`config.mk`:
```
export PLATFORM = sky130hd
export DESIGN_NAME = key_entry
export DESIGN_NICKNAME = d
export VERILOG_FILES = /design/src/rtl/key_entry.sv
export SDC_FILE = /design/constraint.sdc
export NUM_CORES = 1
export LEC_CHECK = 0
export CAP_MARGIN = 20
export CORE_UTILIZATION = 56
export CTS_CLUSTER_SIZE = 16
export DETAILED_ROUTE_END_ITERATION = 12
export PLACE_DENSITY = 0.81
export SETUP_SLACK_MARGIN = 0.15
export SLEW_MARGIN = 15
export SYNTH_ARGS = -nofsm -noshare
export SYNTH_HDL_FRONTEND = slang
export SYNTH_SLANG_ARGS = --single-unit
export TNS_END_PERCENT = 10
```
`constraint.sdc`:
```
create_clock -name clock -period 3.5 [get_ports clock]
set_input_delay 0.7 -clock clock [delete_from_list [all_inputs] [get_ports clock]]
set_output_delay 0.7 -clock clock [all_outputs]
set_load 0.01 [all_outputs]
```
`src/rtl/key_entry.sv`:
```
// rtl/key_entry.sv - four-digit keypad entry collector with timeout and failure lockout.
// Feeds user_key/validate_en to the validation stage and reports its verdict as key_ok/key_bad.
module key_entry #(
  parameter int unsigned TIMEOUT_CYCLES = 250_000_000,
  parameter int unsigned LOCKOUT_CYCLES = 1_500_000_000,
  parameter int unsigned MAX_FAILS      = 3
) (
  input  logic        clock,
  input  logic        reset,
  input  logic [3:0]  digit,
  input  logic        digit_valid,
  input  logic        enter,
  input  logic        clear,
  input  logic        correct_signal,
  output logic [15:0] user_key,
  output logic        validate_en,
  output logic [2:0]  digit_count,
  output logic        key_ok,
  output logic        key_bad,
  output logic [2:0]  fail_count,
  output logic        lockout
);

  localparam int unsigned LIMIT = (TIMEOUT_CYCLES > LOCKOUT_CYCLES) ? TIMEOUT_CYCLES : LOCKOUT_CYCLES;
  localparam int TW = (LIMIT > 1) ? $clog2(LIMIT) : 1;
  localparam logic [TW-1:0] TIMEOUT_LAST = TW'(TIMEOUT_CYCLES - 1);
  localparam logic [TW-1:0] LOCKOUT_LAST = TW'(LOCKOUT_CYCLES - 1);
  localparam logic [2:0]    FAIL_MAX     = 3'(MAX_FAILS);

  typedef enum logic [2:0] {
    S_IDLE, S_ENTRY, S_FULL, S_SUBMIT, S_CHECK, S_LOCKOUT
  } state_t;

  state_t        state, state_next;
  logic [TW-1:0] timer, timer_next;
  logic [15:0]   key_next;
  logic [2:0]    count_next, fail_next, fail_inc;
  logic          ok_next, bad_next, fail_event;

  always_ff @(posedge clock) begin
    if (reset) begin
      state       <= S_IDLE;
      timer       <= '0;
      user_key    <= '0;
      digit_count <= '0;
      fail_count  <= '0;
      validate_en <= 1'b0;
      key_ok      <= 1'b0;
      key_bad     <= 1'b0;
      lockout     <= 1'b0;
    end else begin
      state       <= state_next;
      timer       <= timer_next;
      user_key    <= key_next;
      digit_count <= count_next;
      fail_count  <= fail_next;
      validate_en <= (state_next == S_SUBMIT);
      key_ok      <= ok_next;
      key_bad     <= bad_next;
      lockout     <= (state_next == S_LOCKOUT);
    end
  end

  assign fail_inc = (fail_count >= FAIL_MAX) ? fail_count : fail_count + 3'd1;

  always_comb begin
    state_next = state;
    timer_next = timer;
    key_next   = user_key;
    count_next = digit_count;
    fail_next  = fail_count;
    ok_next    = 1'b0;
    bad_next   = 1'b0;
    fail_event = 1'b0;

    case (state)
      S_IDLE: begin
        if (digit_valid) begin
          key_next   = {user_key[11:0], digit};
          count_next = 3'd1;
          state_next = S_ENTRY;
        end
      end
      S_ENTRY, S_FULL: begin
        // Accepted inputs win over a timeout landing in the same cycle.
        if (clear) begin
          state_next = S_IDLE;
        end else if (enter) begin
          if (state == S_FULL) state_next = S_SUBMIT;
          else                 fail_event = 1'b1;
        end else if (digit_valid && state == S_ENTRY) begin
          key_next   = {user_key[11:0], digit};
          count_next = digit_count + 3'd1;
          timer_next = '0;
          if (digit_count == 3'd3) state_next = S_FULL;
        end else if (timer == TIMEOUT_LAST) begin
          state_next = S_IDLE;
        end else begin
          timer_next = timer + TW'(1);
        end
      end
      S_SUBMIT: state_next = S_CHECK;
      S_CHECK: begin
        if (correct_signal) begin
          ok_next    = 1'b1;
          fail_next  = '0;
          state_next = S_IDLE;
        end else begin
          fail_event = 1'b1;
        end
      end
      S_LOCKOUT: begin
        if (timer == LOCKOUT_LAST) begin
          fail_next  = '0;
          state_next = S_IDLE;
        end else begin
          timer_next = timer + TW'(1);
        end
      end
      default: state_next = S_IDLE;
    endcase

    if (fail_event) begin
      bad_next   = 1'b1;
      fail_next  = fail_inc;
      state_next = (fail_inc == FAIL_MAX) ? S_LOCKOUT : S_IDLE;
    end

    if (state_next != state) timer_next = '0;

    // A stale entry never survives into IDLE or a lockout.
    if (state_next == S_IDLE || state_next == S_LOCKOUT) begin
      key_next   = '0;
      count_next = '0;
    end
  end

endmodule
```
### After elaboration in Yosys (flattened, before gate mapping)

Cells that the tools add are included.

| word-level totals | value |
|---|---|
| register bits | 60 |
| input port bits | 10 |
| output and inout bits | 26 |
| word-level logic and storage cells | 88 |

| operators by class | value |
|---|---|
| add/sub/neg operators | 3 |
| order comparisons | 1 |
| equality and inequality tests | 20 |
| muxes and demuxes | 40 |
| bitwise operators | 1 |
| reductions and logical operators | 14 |

Operators by type and width:

| cell | count |
|---|---|
| 2-to-1 mux 31 bit | 5 |
| 2-to-1 mux 16 bit | 4 |
| case mux 31 bit (2 select lines) | 1 |
| 2-to-1 mux 3 bit | 19 |
| case mux 16 bit (2 select lines) | 1 |
| adder 31 x 1 -> 31 bit (second input constant) | 1 |
| equality test 31 x 28 -> 1 bit (second input constant) | 1 |
| equality test 31 bit (second input constant) | 1 |
| equality test 3 x 2 -> 1 bit (second input constant) | 5 |
| case mux 3 bit (5 select lines) | 1 |
| case mux 3 bit (2 select lines) | 2 |
| != test 2 bit (second input constant) | 5 |
| AND reduction 5 bit | 2 |
| equality test 3 bit (second input constant) | 3 |
| != test 3 bit (second input constant) | 3 |
| OR reduction 2 bit | 4 |
| adder 3 x 1 -> 3 bit (second input constant) | 2 |
| zero test 3 bit | 2 |
| 2-to-1 mux 1 bit | 6 |
| nonzero test 2 bit | 2 |
| equality test 3 x 1 -> 1 bit (second input constant) | 1 |
| greater-or-equal comparator 3 x 2 -> 1 bit (second input constant) | 1 |
| != test 3 bit | 1 |
| AND reduction 3 bit | 1 |
| 5 further kinds | 5 |

### Depth between registers and ports, before layout

| depth | value |
|---|---|
| depth in word-level cells | 10 |
| depth in mapped cells | 10 |
| depth with buffers taken out | 9 |

### Least setup slack after synthesis

Ideal clock, no wire load.

| timing | value |
|---|---|
| kind | register to register |
| start | reg timer[16] |
| end | reg user_key[1] |
| setup time | 0.115 ns |
| arrival time | 2.766 ns |
| required time | 3.385 ns |
| slack | 0.619 ns |
| cell stages (with the launch flop) | 10 |
| path buffers | 2 |
| clock period less this slack | 2.881 ns |
| cells stage by stage | dfxtp_1 -> or4b_4 -> or4_4 -> or4_1 -> buf_2 -> nand3_2 -> a31oi_2 -> o31ai_4 -> buf_6 -> nor2_1 |

| on the way | value |
|---|---|
| longest elaborated chain between the ends | 10 |
| elaborated cells on any way between the ends | 13 |
| classes of those cells | 3 x eq/ne; 7 x mux; 3 x reduce/logical |

RTL lines:

| element | line | RTL |
|---|---|---|
| from (decl) | 35 | `logic [TW-1:0] timer, timer_next;` |
| from (signal assigned) | 53 | `timer <= timer_next;` |
| equality test 31 x 28 -> 1 bit | 96 | `end else if (timer == TIMEOUT_LAST) begin` |
| 2-to-1 mux 3 bit | 96 |  |
| 2-to-1 mux 3 bit | 91 | `end else if (digit_valid && state == S_ENTRY) begin` |
| 2-to-1 mux 3 bit | 88 | `end else if (enter) begin` |
| 2-to-1 mux 3 bit | 86 | `if (clear) begin` |
| case mux 3 bit (5 select lines) (*) | 76 | `case (state)` |
| 2-to-1 mux 3 bit (*) | 123 | `if (fail_event) begin` |
| equality test 3 bit / zero test 3 bit (equally long branches) | 132 | `if (state_next == S_IDLE \|\| state_next == S_LOCKOUT) begin` |
| logical OR 1 bit (*) | 132 |  |
| OR reduction 2 bit (no line) (*) | -- |  |
| to (signal assigned) | 54 | `user_key <= key_next;` |
| to (decl) | 15 | `output logic [15:0] user_key,` |

Mark *: on every way between the ends. The rest lies on a longest branch, timed or not.
A chain may end at the register's enable or synchronous reset.

### Worst setup path in the final report

| timing | value |
|---|---|
| start | reg timer[27] |
| end | reg user_key[9] |

Same word-level chain as after synthesis.

==> flow_metrics.py <==
metrics = {
    "outcome": {
        "status": "finished clean",
    },
    "timing": {
        "setup-violations-final": 0,
        "fmax_mhz": 330.9,
        "tightest_slew_ns": 0.9162,
        "drv_slew": 0,
        "slew_headroom_pct": 38.77,
        "finalCritPeriodShare_pct": 86.35,
        "rsz0062_at_grt": "no",
        "tns_ns": 0,
        "hold_violations": 0,
        "skew_ns": 0.008416,
        "fin_crit_ns": 3.022,
        "fin_ws_ns": 0.4777,
    },
    "final_layout": {
        "layout_common_cells": "nor2_1, dfxtp_1, clkdlybuf4s50_1, nand2_1, xnor2_1",
        "final_common_cell": "nor2_1",
        "layout-drive-gt1-share_pct": 7.653,
        "syn2layout_area_growth_pct": 19.31,
        "fin_area_mm2": 0.003633,
        "antenna_cells": 0,
        "final_nets": 402,
    },
    "synth": {
        "syn_area_mm2": 0.003045,
        "yosysTopAreaCell": "dfxtp_1",
        "synth_warnings": 0,
        "synth_cell_type_count": 51,
        "ys_seq_area_share_pct": 39.44,
        "synth_top_area_share_pct": 39.44,
        "synth_cells": 356,
        "synth.area.top_cells": "dfxtp_1, nor2_1, mux2i_1, xnor2_1, nand2_1",
        "async_flop_share_pct": 0,
        "synth_area_per_cell_um2": 8.555,
        "synth_edf_count": 0,
        "ys_ff_latch": 60,
        "synth_ff_type": "dfxtp_1",
        "syn-num-nets": 371,
    },
    "critical_path": {
        "r2r_end": "user_key[9]",
        "r2r-start": "timer[27]",
        "crit_chain": "or4b_4 > or4_4 > or4_1 > nand3_2 > a31oi_2 > o31ai_4 > buf_4 > nor2_1",
        "cp_slowest_cell": "or4_1",
        "required_ns": 3.73,
        "critPathCaptureType": "register",
        "rrSetupSlack_ns": 0.48,
        "max_stage_delay_ns": 0.64,
        "reg2reg_depth": 8,
        "critical_path_class": "register to register",
        "critical_path_arrival_ns": 3.26,
        "start_kind": "register",
        "critPathBufInv": 1,
        "worstSetupPathDepth": 8,
        "critPathMaxFanout": 19,
        "crit_family": "simple AND/OR/NAND/NOR gates",
    },
    "global_route": {
        "antenna_found_initial": 0,
        "grt_max_degree": 27,
        "grt_pass1_vias": 2416,
        "grt_remaining_overflow": 0,
        "grt_pass1_wl_um": 10750,
        "grtUsageTotal_pct": 25.04,
    },
    "clock_tree": {
        "cts_tree": "done",
        "cts-buffers-inserted": 9,
        "path_clk_slew_ns": 0.07,
        "holdBufCountCts": 0,
        "cts_setup_buffers": 0,
        "cts.repair.resized": 0,
        "cts_buffer_depth": 2,
        "clock_sinks": 60,
        "root_buffer": "clkbuf_8",
        "insertion_delay_ns": 0.34,
        "cts_htree_levels": 3,
    },
    "placed_design": {
        "dpl_cell_area_mm2": 0.003433,
        "dp_hpwl_um": 4612,
        "post-place-ws_ns": 0.2634,
        "io_buffers": 35,
        "gp_congestion": 0.8355,
    },
    "pwr": {
        "power.density_mw_per_mm2": 392.1,
        "irDropWorstVdd_uv": 324.1,
        "power_leakage_nw": 1.219,
        "p_total_w": 0.001425,
    },
    "floorplan": {
        "die_area_mm2": 0.005737,
        "ios": 36,
        "fp.dieW_um": 75.75,
        "die_h_um": 75.75,
        "initial_utilization_pct": 58.88,
        "fp.coreArea_mm2": 0.005172,
        "rows": 26,
    },
    "worst_hold_path": {
        "hold_depth": 2,
        "hold_path.class": "register to register",
        "whs_endpoint": "user_key[13]",
        "hold_start": "user_key[13]",
    },
    "drt": {
        "firstDrtPassIters": 4,
        "drt-initial-drc-count": 154,
        "drc": 0,
        "antenna_left": 0,
        "vias_per_cell": 5.634,
        "routed_wirelength_um": 6572,
        "wl_per_cell_um": 14.23,
        "routed-via-count": 2603,
    },
    "job": {
        "drv_cap": 0,
    },
}
layout make-up:
class                      instances  area, µm²
multi-input combinational        273       1745
fill                             413       1539
sequential                        60       1201
timing repair buffer              40      387.9
clock buffer                       9      123.9
tap                               70      87.58
clock inverter                     7      76.32
inverter                           3      11.26
worst max-delay path by stage:
stage	startpoint	endpoint	slack, ns
floorplan	timer[16]	user_key[1]	0.62
global placement	digit_valid	timer[28]	0.36
detailed placement	digit_valid	timer[11]	0.26
CTS	timer[27]	user_key[9]	0.48
global route	timer[27]	user_key[14]	0.36
finish	timer[27]	user_key[9]	0.48
state kept, by name, indices dropped and copies added (netlist names):
signal	cells
user_key	16
state	3
validate_en	1
timer	31
lockout	1
fail_count	3
digit_count	3
key_bad	1
key_ok	1
power by group:
group	total [W]	switching, W	internal (W)
clock network	0.000622	0.000290	0.000332
registers	0.000698	0.00000958	0.000688
logic	0.000105	0.0000573	0.0000480
total	0.00142	0.000357	0.00107
synthesized netlist by cell type (2+ instances only):
cell and instances:
a21oi_1 16, a21boi_0 2, xnor2_1 18, nor3_1 6, or3_1 6, o21bai_1 2, xor2_1 10, nand3b_1 4
nor4_1 9, and2_1 3, or4_1 2, ha_1 5, nor2b_1 6, and4b_1 2, nand4_1 13, nor4b_1 5
and4_1 3, nand2b_1 4, nor4bb_1 8, buf_2 4, nor2_1 63, nor3b_1 2, o21ai_0 5, mux2i_1 17
nand3_1 7, clkbuf_1 15, inv_1 3, nand2_1 28, dfxtp_1 60, and3_1 5, a211oi_1 3
routing by layer:
| metal | wire length, µm | vias up | global-route usage (%) |
|---|---|---|---|
| met5 | 0 | - | 0 |
| met4 | 68 | 0 | 10.08 |
| li1 | - | 1323 | - |
| met1 | 3076 | 1217 | 31.95 |
| met3 | 379 | 9 | 10.45 |
| met2 | 3047 | 54 | 37.36 |
worst register-to-register path, cell delays in order, from the launching register on:
cell and delay [ns]:
dfxtp_1 0.41, or4b_4 0.49, or4_4 0.52, or4_1 0.64, nand3_2 0.14, a31oi_2 0.12
o31ai_4 0.26, buf_4 0.27, nor2_1 0.09
through the flow:
stage	hold slack, ns	cells	utilization (%)
after floorplan	0.4614	356	-
after global placement	0.4745	446	66.38
after detailed placement	0.4905	446	66.38
after CTS	0.5074	462	70.25
after global routing	0.5219	462	70.25
final	0.5019	462	70.25
cell families after synthesis:
| group | count (synthesis) | synth area share [%] |
|---|---|---|
| xor+xnor | 28 | 8.052 |
| fa+ha+maj | 5 | 2.054 |
| flops | 60 | 39.44 |
| compound gates | 39 | 8.628 |
| buf+inv | 23 | 3.246 |
| mux | 17 | 5.587 |
| simple gates | 184 | 32.99 |
(Power assumes the default switching activity.)
==> RTL edit 1: new RTL, same flow settings <==
Remove the register `key_ok`: a continuous assignment takes its place, so the output `key_ok` follows one clock earlier.
--- a/src/rtl/key_entry.sv
+++ b/src/rtl/key_entry.sv
@@ -45,7 +45,6 @@
       digit_count <= '0;
       fail_count  <= '0;
       validate_en <= 1'b0;
-      key_ok      <= 1'b0;
       key_bad     <= 1'b0;
       lockout     <= 1'b0;
     end else begin
@@ -55,11 +54,12 @@
       digit_count <= count_next;
       fail_count  <= fail_next;
       validate_en <= (state_next == S_SUBMIT);
-      key_ok      <= ok_next;
       key_bad     <= bad_next;
       lockout     <= (state_next == S_LOCKOUT);
     end
   end
+
+  assign key_ok = ok_next;
 
   assign fail_inc = (fail_count >= FAIL_MAX) ? fail_count : fail_count + 3'd1;
 
Function: changed (Yosys sat finds a counterexample within 10 cycles, from zero or initial values and one cycle with reset high).
==> RTL edit 1 against the unedited design <==
Count of clock-buffer cells in the layout rose by 2. Sequential cell count decreased by 1. Maximum frequency grew 0.18%. Total power rose by 4.0%. Routed wire length grew 5.7%. Setup slack better by 5.4 ps. Highest routed layer unchanged. Cell area decreased by 0.24%. Area after synthesis is 1.9% lower.
==> RTL edit 1: results (changes against the unedited design) <==
RUN_STATUS='complete, no violations'  # unchanged
LAYOUT.NON_CLOCK_INVERTERS=7  # was 3
WL_MET3_UM=347  # was 379 um
SYNTH-COMPOUND-AREA-SHARE_PCT=12.74  # was 8.628%
COMB_POWER_SHARE_PCT=13.0  # was 7.4%
SYNTH_TOP_CELLS_BY_AREA='dfxtp_1 40%, nor2_1 7.9%, mux2i_1 6.0%'  # was dfxtp_1 39%, nor2_1 7.8%, mux2i_1 5.6%
UTIL_AFTER_LAYOUT_PCT=70.97  # was 70.25%
PLACED_CELL_AREA_UM2=3443  # was 3433 um2
MET1_LENGTH_MM=3.092  # was 3.076 mm
VIAS_IN_THE_FIRST_GLOBAL_ROUTE=2431  # was 2416
FINAL_NETS=410  # was 402
TIGHTEST_SLEW_PS=765.1  # was 916.2 ps
DRT_ITER0_DRC=203  # was 154
SKEW_PS=5.827  # was 8.416 ps
P_INT_W=0.001104  # was 0.001068 W
VIA_COUNT=2725  # was 2603
CLK_SHARE_PCT=5.005  # was 5.510%
POWER_DENSITY_nW_PER_UM2=408.8  # was 392.1 nW/um2
CLOCKBUFFERCOUNT=11  # was 9
HOLD_PATH_STARTPOINT='user_key[14]$_SDFFE_PP0P_'  # was user_key[13]$_SDFFE_PP0P_
DETAILED_PLACE_HPWL_MM=4.812  # was 4.612 mm
WL_MET2_MM=3.456  # was 3.047 mm
SYNTHXORXNORAREAFRAC_PCT=6.158  # was 8.053%
POST_SYNTH_FA_HA_MAJ_AREA_FRACTION_PCT=2.095  # was 2.054%
MULTIINPUTCOMBCELLCOUNT=275  # was 273
BUFAREASHARENONCLOCK_PCT=12.01  # was 10.67%
SYNTH.NET_COUNT=372  # was 371
GR-USAGE-MET1_PCT=34.42  # was 31.95%
R2R_SETUP_SLACK_PS=610  # was 480 ps
SEQPWRFRAC_PCT=47.0  # was 49.0%
CTS_SINKS=59  # was 60
GLOBAL_ROUTE.USAGE.TOTAL_PCT=27.02  # was 25.04%
SIGNAL_BUFFERS=43  # was 40
CELLLEAKAGEPOWER_nW=1.245  # was 1.219 nW
GRTUSAGEMET2_PCT=43.64  # was 37.36%
[RTL edit 1: changes by cell type after synthesis, sizes merged, moves of 6 or more]
| cell | change |
|---|---|
| a21oi | +6 |
| nor3 | +6 |
| nand2 | -6 |
| xnor2 | -8 |
| o21ai | +10 |
| nor4 | -6 |
| nand3 | +9 |
[RTL edit 1: worst max-delay path by stage]
stage	startpoint	to	slack [ps]	cells after the start
after floorplan	digit_valid	user_key[1]$_SDFFE_PP0P_	720	9
after global placement	digit_valid	user_key[13]$_SDFFE_PP0P_	200	9
after detailed placement	digit_valid	user_key[10]$_SDFFE_PP0P_	170	9
after CTS	digit_valid	user_key[10]$_SDFFE_PP0P_	490	9
after global routing	clear	timer[9]$_SDFFE_PP0P_	310	8
final	digit_valid	user_key[10]$_SDFFE_PP0P_	480	9
[RTL edit 1: critical path, stage by stage]
cell and delay (ps):
clkdlybuf4s50_1 420, nor4bb_2 190, or4b_1 510, or4_1 570, a32oi_2 330, a21oi_2 110, o21ai_4 180, buf_12 170
nor2_1 50
==> RTL edit 2: new RTL, same settings <==
Without the edit above. `TIMEOUT_CYCLES`: 250_000_000 -> 1_000_000_000.
--- a/src/rtl/key_entry.sv
+++ b/src/rtl/key_entry.sv
@@ -1,7 +1,7 @@
 // rtl/key_entry.sv - four-digit keypad entry collector with timeout and failure lockout.
 // Feeds user_key/validate_en to the validation stage and reports its verdict as key_ok/key_bad.
 module key_entry #(
-  parameter int unsigned TIMEOUT_CYCLES = 250_000_000,
+  parameter int unsigned TIMEOUT_CYCLES = 1_000_000_000,
   parameter int unsigned LOCKOUT_CYCLES = 1_500_000_000,
   parameter int unsigned MAX_FAILS      = 3
 ) (
Check against the original RTL: no difference found for any inputs over 10 cycles, from zero or initial values and one cycle with reset high; that may be too few to reach the edited logic, so the function may still have changed.
==> RTL edit 2 against the unedited design <==
Global-route usage increased by 2.1 points. Clock skew increased by 3.5 ps. Setup slack improved by 66 ps. Area after synthesis increased by 7.4%. Die area increased by 7.2%. Cell area increased by 7.7%. Synthesized cell count increased by 3.7%. Maximum frequency increased by 2.2%. Sequential cell count unchanged. Routed wire length increased by 19%. Cell count increased by 3.9%.
Power is not compared: it rests on default switching activity, and its combinational part moved more than twofold at a synthesized area within 25%.
==> RTL edit 2: results (changes against the unedited design) <==
RR_WORST_DEPTH=9  # was 8
SYNTH_SEQ_AREA_SHARE_PCT=36.74  # was 39.44%
SYNTH-COMPOUND-AREA-SHARE_PCT=11.52  # was 8.628%
GRTUSAGEMET2_PCT=44.04  # was 37.36%
SYNTH.NET_COUNT=384  # was 371
SYNTHXORXNORAREAFRAC_PCT=6.429  # was 8.053%
VIA_COUNT=3024  # was 2603
DRIVE_GT1_SHARE_PCT=13.97  # was 7.653%
DETAILED_PLACE_HPWL_MM=5.370  # was 4.612 mm
SYNTH_TOP_CELLS_BY_AREA='dfxtp_1 37%, nor4_1 5.5%, mux2i_1 5.5%'  # was dfxtp_1 39%, nor2_1 7.8%, mux2i_1 5.6%
POST-PLACE-WS_PS=234.0  # was 263.4 ps
MET1_LENGTH_MM=3.438  # was 3.076 mm
GR-USAGE-MET1_PCT=33.91  # was 31.95%
TIGHTEST_SLEW_PS=660.1  # was 916.2 ps
DRT_ITER0_DRC=209  # was 154
FIRST_PASS_ITERS=5  # was 4
DRT-TOTAL-WL_MM=7.849  # was 6.572 mm
RUN_STATUS='complete, no violations'  # unchanged
GPL.FINAL_WEIGHTED_CONGESTION=0.9533  # was 0.8355
WL_MET3_UM=412  # was 379 um
SKEW_PS=11.92  # was 8.416 ps
POST_SYNTH_FA_HA_MAJ_AREA_FRACTION_PCT=1.914  # was 2.054%
FIRST_PASS_GRT_WIRE_LENGTH_MM=13.19  # was 10.75 mm
PLACED_CELL_AREA_UM2=3715  # was 3433 um2
SYNTH_COMMONEST_CELLS='60 x dfxtp_1, 30 x nor3_1, 29 x nor4_1, 23 x nand2_1, 18 x mux2i_1'  # was 63 x nor2_1, 60 x dfxtp_1, 28 x nand2_1, 18 x xnor2_1, 17 x mux2i_1
CRITPATHMAXFANOUT=11  # was 19
CRITICAL-PATH-TOP-DELAY-FAMILY='compound AO/OA/AOI/OAI gates'  # was simple AND/OR/NAND/NOR gates
VIAS_IN_THE_FIRST_GLOBAL_ROUTE=2874  # was 2416
POST_SYNTHESIS_INSTANCE_TOTAL=369  # was 356
FINAL_NETS=418  # was 402
NUMPLACEDINSTANCES=464  # was 446
WORST_EP_ARRIVAL_TIME_PS=3180  # was 3260 ps
GLOBAL_ROUTE.USAGE.TOTAL_PCT=27.12  # was 25.04%
[RTL edit 2: worst paths after layout]
check | end | from | slack [ps]
setup / recovery | user_key[0]$_SDFFE_PP0P_ | enter | 540
hold / removal | fail_count[1]$_SDFFE_PP0P_ | fail_count[1]$_SDFFE_PP0P_ | 520
setup reg to reg | user_key[0]$_SDFFE_PP0P_ | timer[0]$_SDFFE_PP0P_ | 560
hold reg to reg | fail_count[1]$_SDFFE_PP0P_ | fail_count[1]$_SDFFE_PP0P_ | 520
[RTL edit 2: final cells by class]
class,instances,area share (%)
Timing Repair Buffer,49,11.95
Clock inverter,7,1.950
Multi-Input combinational cell,274,49.09
Tap cell,72,2.301
Inverter,9,0.8629
Clock buffer,9,3.164
Sequential cell,60,30.68
[RTL edit 2: worst register-to-register path: cells and delay by family (launching register included)]
family	cells	cell delay, ps
DFF	1	410
and+or+nand+nor	4	900
adders and majority gates	1	200
AOI/OAI and AO/OA	3	1120
buffers and inverters	1	210
